File: src/rtl/mem_port_arbiter_pkg.sv
// Shared types for the unified-memory port arbiter: FSM states, owner tags
// and the width of the read-latency counter.
package mem_arb_pkg;

  typedef enum logic [1:0] {
    IDLE   = 2'd0,
    ACCESS = 2'd1,
    WAIT   = 2'd2,
    RESP   = 2'd3
  } arb_state_t;

  typedef enum logic {
    OWN_I = 1'b0,
    OWN_D = 1'b1
  } arb_owner_t;

  localparam int unsigned LAT_W = 4;

endpackage

File: src/rtl/mem_port_arbiter_pick.sv
// Combinational winner selection between fetch (I) and load/store (D).
// MEM_ARB_RR_EN selects round-robin on ties; otherwise D always beats I.
module mem_arb_pick
  import mem_arb_pkg::*;
(
  input  logic       i_req,
  input  logic       d_req,
  input  arb_owner_t rr_last,
  output arb_owner_t winner
);

`ifdef MEM_ARB_RR_EN
  always_comb begin
    winner = OWN_D;
    if (i_req && d_req) begin
      winner = (rr_last == OWN_D) ? OWN_I : OWN_D;
    end else if (i_req) begin
      winner = OWN_I;
    end
  end
`else
  logic unusedRrLast;
  assign unusedRrLast = (rr_last == OWN_D);

  always_comb begin
    winner = OWN_D;
    if (i_req && !d_req) begin
      winner = OWN_I;
    end
  end
`endif

endmodule

File: src/rtl/mem_port_arbiter.sv
// Single-port memory arbiter for the multicycle core: one I/D transaction at
// a time, fixed read latency, one-cycle done pulse. MEM_ARB_RR_EN enables round-robin.
module mem_port_arbiter
  import mem_arb_pkg::*;
#(
  parameter int ADDR_W      = 32,
  parameter int DATA_W      = 32,
  parameter int MEM_LATENCY = 1
) (
  input  logic              clk,
  input  logic              rst,
  input  logic              i_req,
  input  logic [ADDR_W-1:0] i_addr,
  output logic              i_gnt,
  output logic              i_done,
  output logic              i_err,
  output logic [DATA_W-1:0] i_rdata,
  input  logic              d_req,
  input  logic              d_we,
  input  logic [ADDR_W-1:0] d_addr,
  input  logic [DATA_W-1:0] d_wdata,
  output logic              d_gnt,
  output logic              d_done,
  output logic              d_err,
  output logic [DATA_W-1:0] d_rdata,
  output logic              mem_en,
  output logic              mem_we,
  output logic [ADDR_W-1:0] mem_addr,
  output logic [DATA_W-1:0] mem_wdata,
  input  logic [DATA_W-1:0] mem_rdata,
  output logic              busy
);

  arb_state_t        state;
  arb_owner_t        owner;
  arb_owner_t        winner;
  arb_owner_t        rrLast;
  logic              weQ;
  logic [LAT_W-1:0]  cnt;
  logic              grant;
  logic [ADDR_W-1:0] selAddr;

  mem_arb_pick uPick (
    .i_req  (i_req),
    .d_req  (d_req),
    .rr_last(rrLast),
    .winner (winner)
  );

`ifdef MEM_ARB_RR_EN
  always_ff @(posedge clk or posedge rst) begin
    if (rst) begin
      rrLast <= OWN_D;
    end else if (grant) begin
      rrLast <= winner;
    end
  end
`else
  assign rrLast = OWN_D;
`endif

  assign i_gnt   = i_req & (winner == OWN_I) & (state == IDLE);
  assign d_gnt   = d_req & (winner == OWN_D) & (state == IDLE);
  assign grant   = i_gnt | d_gnt;
  assign selAddr = (winner == OWN_D) ? d_addr : i_addr;
  assign busy    = (state != IDLE);

  // mem_addr/mem_wdata double as the captured request; done/err/mem_en are
  // registered on entry to the state in which they are visible.
  always_ff @(posedge clk or posedge rst) begin
    if (rst) begin
      state     <= IDLE;
      owner     <= OWN_D;
      weQ       <= 1'b0;
      cnt       <= '0;
      mem_en    <= 1'b0;
      mem_we    <= 1'b0;
      mem_addr  <= '0;
      mem_wdata <= '0;
      i_done    <= 1'b0;
      i_err     <= 1'b0;
      i_rdata   <= '0;
      d_done    <= 1'b0;
      d_err     <= 1'b0;
      d_rdata   <= '0;
    end else begin
      mem_en <= 1'b0;
      mem_we <= 1'b0;
      i_done <= 1'b0;
      i_err  <= 1'b0;
      d_done <= 1'b0;
      d_err  <= 1'b0;
      case (state)
        IDLE: begin
          if (grant) begin
            owner     <= winner;
            mem_addr  <= selAddr;
            weQ       <= (winner == OWN_D) & d_we;
            mem_wdata <= (winner == OWN_D) ? d_wdata : '0;
            if (selAddr[1:0] != 2'b00) begin
              state <= RESP;
              if (winner == OWN_D) begin
                d_done <= 1'b1;
                d_err  <= 1'b1;
              end else begin
                i_done <= 1'b1;
                i_err  <= 1'b1;
              end
            end else begin
              state  <= ACCESS;
              mem_en <= 1'b1;
              mem_we <= (winner == OWN_D) & d_we;
            end
          end
        end
        ACCESS: begin
          if (weQ) begin
            state  <= RESP;
            d_done <= 1'b1;
          end else begin
            cnt   <= LAT_W'(MEM_LATENCY - 1);
            state <= WAIT;
          end
        end
        WAIT: begin
          if (cnt == '0) begin
            state <= RESP;
            if (owner == OWN_D) begin
              d_rdata <= mem_rdata;
              d_done  <= 1'b1;
            end else begin
              i_rdata <= mem_rdata;
              i_done  <= 1'b1;
            end
          end else begin
            cnt <= cnt - 1'b1;
          end
        end
        RESP: begin
          state <= IDLE;
        end
        default: begin
          state <= IDLE;
        end
      endcase
    end
  end

endmodule

File: config.mk
export PLATFORM = sky130hd
export DESIGN_NAME = mem_port_arbiter
export DESIGN_NICKNAME = d
export VERILOG_FILES = /design/src/rtl/mem_port_arbiter_pkg.sv /design/src/rtl/mem_port_arbiter_pick.sv /design/src/rtl/mem_port_arbiter.sv
export SDC_FILE = /design/constraint.sdc
export NUM_CORES = 1
export LEC_CHECK = 0
export ABC_AREA = 1
export CORE_AREA = 5 5 125 127
export CTS_BUF_LIST = sky130_fd_sc_hd__clkbuf_8 sky130_fd_sc_hd__clkbuf_16
export DETAILED_ROUTE_END_ITERATION = 7
export DIE_AREA = 0 0 130 132
export GPL_ROUTABILITY_DRIVEN = 0
export PLACE_DENSITY_LB_ADDON = 0.25
export RECOVER_POWER = 25
export SYNTH_ARGS = -nofsm -noshare
export SYNTH_HDL_FRONTEND = slang
export SYNTH_HIERARCHICAL = 1
export SYNTH_SLANG_ARGS = --single-unit
File: constraint.sdc
create_clock -name clk -period 6.2 [get_ports clk]
set_input_delay 1.55 -clock clk [delete_from_list [all_inputs] [get_ports clk]]
set_output_delay 1.55 -clock clk [all_outputs]
set_load 0.05 [all_outputs]
==> impl_metrics.yaml, run 1 <==
run_status:
  outcome: "finished, violations left"
  violations: "max-capacitance violations, max-slew violations"
setup_path:
  crit_type: "input port to output port"
  cp-start-kind: "input port"
  cp.arrival_ns: 3.40
  r2r_start: "state[0]"
  cp.required_ns: 4.65
  critPathLaunch: "i_req"
  cp_max_fo: 36
  worstSetupEndpointType: "output port"
synthesis:
  yosys_warnings: 6
  syn_area_per_cell_um2: 8.889
  postSynthCellCount: 650
  syn_area_um2: 5778
  syn_nets: 788
routing:
  firstDrtPassIters: 4
  drc_errors: 0
  ant_nets: 0
  viasPerCell: 4.567
  routed_wl_um: 16330
  drtIter0Drc: 311
  num_vias: 5051
  avgRoutedWirePerCell_um: 14.76
global_routing:
  grtUsageTotal_pct: 19.29
  grt-ovfl-total: 0
  grt_pass1_vias: 4964
  grt_antenna_before_repair: 0
  grt_pass1_wl_um: 25820
  grt_max_degree: 113
timing:
  finalHoldViolCount: 0
  tightestPinTransition_ns: 2.406
  rsz0062_at_grt: "no"
  report.final.slew_viol_count: 243
  max_slew_margin_pct: -60.41
  fin_crit_sh_pct: 79.89
  tns_ns: 0
  period_minus_slack_ns: 4.953
  max_clock_freq_mhz: 201.9
  setup_viol_count_final: 0
  skew_ns: 0.006541
finish:
  nets: 1047
  drive_gt1_share_pct: 4.989
  layout_commonest_cell: "clkdlybuf4s50_1"
  final_util_pct: 64.28
  syn_to_final_growth_pct: 59.25
  final_cell_mix: "266 x clkdlybuf4s50_1, 254 x nand2_1, 141 x dfrtp_1"
  fill_cells: 1211
  antennaDiodeCount: 0
pwr:
  vdd_drop_max_v: 0.0002976
  powerDensity_nw_per_um2: 654.6
  p_leak_nw: 4.327
min_path:
  hold_class: "flip-flop to flip-flop"
  worstHoldStart: "mem_wdata[4]"
clock_network:
  tritoncts: "built"
  cts-htree-levels: 4
  hold_buffers: 0
  clock-sinks: 142
  clock_latency_ns: 0.41
  path_clk_slew_ns: 0.06
  ctsResizeCount: 0
  cts-root-buf: "clkbuf_16"
  post_cts_buffers: 0
  cts_buffers: 17
  clockBufferDepth: 2
floorplanning:
  initial_core_util_pct: 40.37
  die_area_um2: 17160
  core-area_um2: 14310
  io_pins: 270
  die_x_um: 130
  fp-row-count: 44
  die_y_um: 132
placement:
  hpwl_um: 11890
  port-buffer-count: 269
job:
  cap_violations: 3
## flip-flops by register name, indices dropped and copies added, names as in the netlist
name       flops
d_err          1
i_done         1
owner          1
mem_we         1
i_err          1
mem_en         1
i_rdata       32
d_done         1
weQ            1
state          2
d_rdata       32
cnt            4
mem_addr      32
mem_wdata     32
## final timing paths
path                            endpoint  slack (ns)  cells past startpoint
hold reg to reg             mem_wdata[4]        0.47                      2
max in group asynchronous          owner        2.47                      3
hold / removal              mem_wdata[4]        0.47                      2
min in group asynchronous  mem_wdata[14]        2.35                      2
setup reg to reg             d_rdata[17]        2.92                      5
setup / recovery                   i_gnt        1.25                      7
## metrics by stage
stage	hold slack (ns)	instance area [um2]	instances	worst slack [ns]	total power, W
finish	0.4717	9201	1106	1.247	0.006024
global route	0.4826	9201	1106	1.062	0.006353
CTS	0.4724	9215	1106	1.209	0.006094
detailed placement	0.4572	8577	1074	1.222	0.004976
global placement	0.4528	8577	1074	1.251	0.004932
floorplan	0.4530	5778	650	0.8421	0.003802
## critical path: stages
cell	delay, ns
clkdlybuf4s50_1	0.52
nand2_1	0.07
buf_4	0.25
inv_2	0.48
nand3_2	0.20
inv_1	0.17
buf_12	0.15
## area by class of cell
class	count	area, um2	area share [%]
Sequential cell	142	3555	38.63
Inverter	55	210.2	2.284
Tap cell	184	230.2	2.502
Multi-Input combinational cell	418	1818	19.76
Timing Repair Buffer	275	2750	29.89
Clock inverter	15	212.7	2.312
Clock buffer	17	425.4	4.623
## layer usage
layer / up-vias / GRT usage (%) / routed length (um)
li1: 2560 / - / -
met1: 2256 / 22.53 / 6474
met2: 208 / 30.29 / 7461
met3: 27 / 9.562 / 1952
met4: 0 / 7.679 / 442
met5: - / 0 / 0
## where the power goes
group / leakage (nW) / total [W] / switching (W) / internal [W]
sequential: 1.72 / 0.00163 / 0.000240 / 0.00139
combinational: 2.31 / 0.00331 / 0.00226 / 0.00106
clock: 0.294 / 0.00108 / 0.000405 / 0.000679
Power figures use the tool's default switching activity.
==> run 2, diff against run 1 <==
Settings changed: CORE_AREA 5 5 125 127 to 5 5 132 134, DIE_AREA 0 0 130 132 to 0 0 137 139.
Clock period 6.2 ns to 4.1 ns, I/O delays scaled along.
==> impl_metrics.yaml, run 2 (same netlist as run 1, synthesis figures left out) <==
run_status:
  outcome: "finished, violations left"
  violations: "max-capacitance violations, max-slew violations"
pwr:
  p_comb_share_pct: 54.7
  vdd_drop_max_v: 0.0005633
  p_leak_nw: 4.359
  clkPwrFrac_pct: 18.5
  p_sw_share_pct: 47.76
  p_int_w: 0.004770
  seqPwrFrac_pct: 26.8
  p_sw_w: 0.004361
  finalPower_w: 0.009131
  powerDensity_nw_per_um2: 985.4
global_routing:
  grt_max_degree: 143
  grt_pass1_vias: 5003
  grt_use_met3_pct: 9.071
  grtUsageTotal_pct: 17.29
  grt_pass1_wl_um: 25940
  met1_usage_pct: 20.57
  grt_antenna_before_repair: 0
  gr-max-usage-layer: "met2"
  met2_usage_pct: 27.03
  grt-ovfl-total: 0
floorplanning:
  initial_core_util_pct: 35.73
  die_x_um: 137
  io_pins: 270
  die_y_um: 139
  die_area_um2: 19040
  core-area_um2: 16170
  fp-row-count: 47
setup_path:
  cp.arrival_ns: 2.26
  cp_max_fo: 6
  cp-start-kind: "input port"
  crit_type: "input port to output port"
  worstSetupEndpointType: "output port"
  cp.required_ns: 3.07
placement:
  port-buffer-count: 269
  hpwl_um: 11890
  dpl.cell_count: 1111
timing:
  skew_ns: 0.006257
  tns_ns: 0
  tightestPinTransition_ns: 1.949
  max_slew_margin_pct: -29.93
  holdWs_ns: 0.4701
  setup_viol_count_final: 0
  rsz0062_at_grt: "no"
  fin_crit_sh_pct: 80.07
  period_minus_slack_ns: 3.283
  finalHoldViolCount: 0
  report.final.slew_viol_count: 143
  max_clock_freq_mhz: 304.6
clock_network:
  cts-root-buf: "clkbuf_16"
  clock-sinks: 142
  cts_buffers: 17
  cts-htree-levels: 4
  hold_buffers: 0
  clockBufferDepth: 2
  clock_latency_ns: 0.41
  post_cts_buffers: 0
  path_clk_slew_ns: 0.06
  tritoncts: "built"
  ctsResizeCount: 0
routing:
  viasPerCell: 4.422
  avgRoutedWirePerCell_um: 14.50
  ant_nets: 0
  routed_wl_um: 16560
  num_vias: 5050
  drtIter0Drc: 229
  drc_errors: 0
  firstDrtPassIters: 6
finish:
  drive_gt1_share_pct: 5.098
  antennaDiodeCount: 0
  final_cell_mix: "266 x clkdlybuf4s50_1, 254 x nand2_1, 141 x dfrtp_1"
  nets: 1048
  layout.cells.non_filler: 1142
  layout_commonest_cell: "clkdlybuf4s50_1"
  syn_to_final_growth_pct: 60.37
  final_util_pct: 57.30
min_path:
  hold_class: "flip-flop to flip-flop"
job:
  cap_violations: 1
==> run 2: critical path, stage by stage <==
cell and delay [ns]:
clkdlybuf4s50_1 0.51, inv_1 0.05, nand2_1 0.17, nand3_2 0.18
inv_1 0.16, buf_12 0.15
==> run 2: worst paths after layout <==
check | from | depth (start not counted) | to | slack, ns
max reg2reg | state[0] | 7 | mem_addr[12] | 2.12
min in group asynchronous | rst | 3 | d_rdata[18] | 1.85
min reg2reg | mem_wdata[7] | 2 | mem_wdata[7] | 0.47
max | d_req | 6 | d_gnt | 0.82
min | mem_wdata[7] | 2 | mem_wdata[7] | 0.47
max in group asynchronous | rst | 3 | d_rdata[29] | 1.06
==> run 2: through the flow <==
step | instance area [um2] | setup slack, ns
after floorplan | 5782 | 1.232
after global placement | 8641 | 0.8144
after detailed placement | 8641 | 0.8117
after CTS | 9284 | 0.8077
after global routing | 9266 | 0.6169
final | 9266 | 0.8173
==> run 2: cell type report <==
type,instances,area [um2]
Inverter,55,210.2
Sequential cell,142,3555
Timing Repair Buffer,276,2765
Tap cell,220,275.3
Fill cell,1435,6905
Multi-Input combinational cell,418,1818
Clock buffer,17,425.4
Clock inverter,14,217.7
==> run 2: power groups by stage <==
stage / Combinational (W) / Sequential [W] / Clock (W)
after CTS: 0.00506 / 0.00245 / 0.00173
after global routing: 0.00531 / 0.00253 / 0.00180
after detailed placement: 0.00505 / 0.00246 / 0
final: 0.00500 / 0.00245 / 0.00169
after global placement: 0.00502 / 0.00244 / 0
after floorplan: 0.00105 / 0.00470 / 0
==> run 2: per-layer routing <==
layer	vias up	routed length, um	part of all wire [%]
met4	0	270	1.6
met1	2259	6832	41
met3	19	2087	13
li1	2562	-	-
met5	-	0	0
met2	210	7365	44
==> run 3, diff against run 2 <==
Settings changed: CORE_AREA 5 5 132 134 to 5 5 125 127, DIE_AREA 0 0 137 139 to 0 0 130 132.
Clock period 4.1 ns to 3.1 ns, I/O delays scaled along.
==> impl_metrics.yaml, run 3 (same netlist as run 1, synthesis figures left out) <==
run_status:
  outcome: "finished, violations left"
  violations: "max-capacitance violations"
clock_network:
  cts-root-buf: "clkbuf_16"
  clock_latency_ns: 0.41
  clock-sinks: 142
  clockBufferDepth: 2
  cts-htree-levels: 4
  path_clk_slew_ns: 0.06
  hold_buffers: 0
  cts_buffers: 17
  ctsResizeCount: 0
  tritoncts: "built"
  post_cts_buffers: 0
min_path:
  min_to: "mem_wdata[6]"
  hold_class: "flip-flop to flip-flop"
  hold_depth: 2
  worstHoldStart: "mem_wdata[6]"
setup_path:
  r2r_cells: 6
  cp-start-kind: "flip-flop"
  rr_endpoint: "i_rdata[6]"
  worstSetupEndpointType: "output port"
  crit_type: "flip-flop to output port"
  cp.arrival_ns: 2.11
  cp.required_ns: 2.32
  cp_max_fo: 6
  rrSetupSlack_ns: 0.83
  r2r_start: "state[0]"
pwr:
  p_leak_nw: 4.371
  seqPwrFrac_pct: 26.9
  p_sw_share_pct: 48.13
  p_int_w: 0.006256
  vdd_drop_max_v: 0.0007749
  p_sw_w: 0.005806
  p_comb_share_pct: 55.0
  clkPwrFrac_pct: 18.0
  finalPower_w: 0.01206
  powerDensity_nw_per_um2: 1305
timing:
  rsz0062_at_grt: "no"
  period_minus_slack_ns: 2.889
  skew_ns: 0.006981
  fin_crit_sh_pct: 93.18
  setup_viol_count_final: 0
  tns_ns: 0
  finalHoldViolCount: 0
  holdWs_ns: 0.4689
  tightestPinTransition_ns: 1.493
  setup_slack_ns: 0.2114
  max_clock_freq_mhz: 346.2
  report.final.slew_viol_count: 0
  max_slew_margin_pct: 0.4571
placement:
  place_area_um2: 8631
  port-buffer-count: 269
  pre_cts_slack_ns: 0.3158
  hpwl_um: 11980
global_routing:
  grtUsageTotal_pct: 19.11
  grt_pass1_wl_um: 25650
  grt_max_degree: 66
  grt_antenna_before_repair: 0
  grt_pass1_vias: 4890
  grt-ovfl-total: 0
routing:
  drc_errors: 0
  firstDrtPassIters: 4
  wl_met1_um: 6618
  wl_met3_um: 1910
  top_layer: "met4"
  routed_wl_um: 16370
  ant_nets: 0
  avgRoutedWirePerCell_um: 14.74
  wl_met2_um: 7613
  viasPerCell: 4.601
  drtIter0Drc: 313
  num_vias: 5107
floorplanning:
  die_area_um2: 17160
  io_pins: 270
  die_y_um: 132
  core-area_um2: 14310
  initial_core_util_pct: 40.37
  fp-row-count: 44
  die_x_um: 130
finish:
  fin_area_um2: 9243
  antennaDiodeCount: 0
  fill_cells: 1209
  multi_input_area_um2: 1823
  seq_area_um2: 3555
  final_cell_mix: "266 x clkdlybuf4s50_1, 254 x nand2_1, 141 x dfrtp_1"
  nets: 1051
  syn_to_final_growth_pct: 59.96
  drive_gt1_share_pct: 5.724
  layout_commonest_cell: "clkdlybuf4s50_1"
job:
  cap_violations: 1
==> run 3: worst max-delay path by stage <==
stage,endpoint,depth (start not counted),startpoint
3_5_place_dp,d_gnt,6,d_req
6_report,busy,4,state[0]
4_1_cts,busy,4,state[1]
2_1_floorplan,cnt[0],1,rst
3_3_place_gp,d_gnt,6,d_req
5_1_grt,busy,4,state[1]
==> run 3: power groups by stage <==
stage               Sequential, W  Combinational [W]  Clock [W]
floorplan                 0.00621            0.00139          0
global placement          0.00325            0.00664          0
detailed placement        0.00327            0.00669          0
CTS                       0.00326            0.00672    0.00222
global route              0.00337            0.00705    0.00231
finish                    0.00325            0.00664    0.00218
==> run 3: through the flow <==
stage | utilization [%] | instances
after global placement | 60.30 | 1078
after floorplan | - | 650
after CTS | 64.73 | 1110
after detailed placement | 60.30 | 1078
after global routing | 64.57 | 1110
final | 64.57 | 1110
==> run 3: metal layers <==
metal,vias up,global-route usage (%)
met5,-,0
met3,19,8.630
li1,2575,-
met1,2318,23.44
met2,195,30.17
met4,0,6.005
==> run 3: worst max-delay path, stage by stage (launching register included) <==
cell and delay [ns]:
dfrtp_1 0.37, inv_1 0.10, ha_1 0.29, inv_1 0.10
clkdlybuf4s50_1 0.84
==> run 3: layout make-up <==
cell class,instances,area share [%]
clock buffer,17,4.603
inverter,55,2.247
clock inverter,15,2.261
multi-input combinational,418,19.72
sequential,142,38.46
tap,184,2.491
timing repair buffer,279,30.22
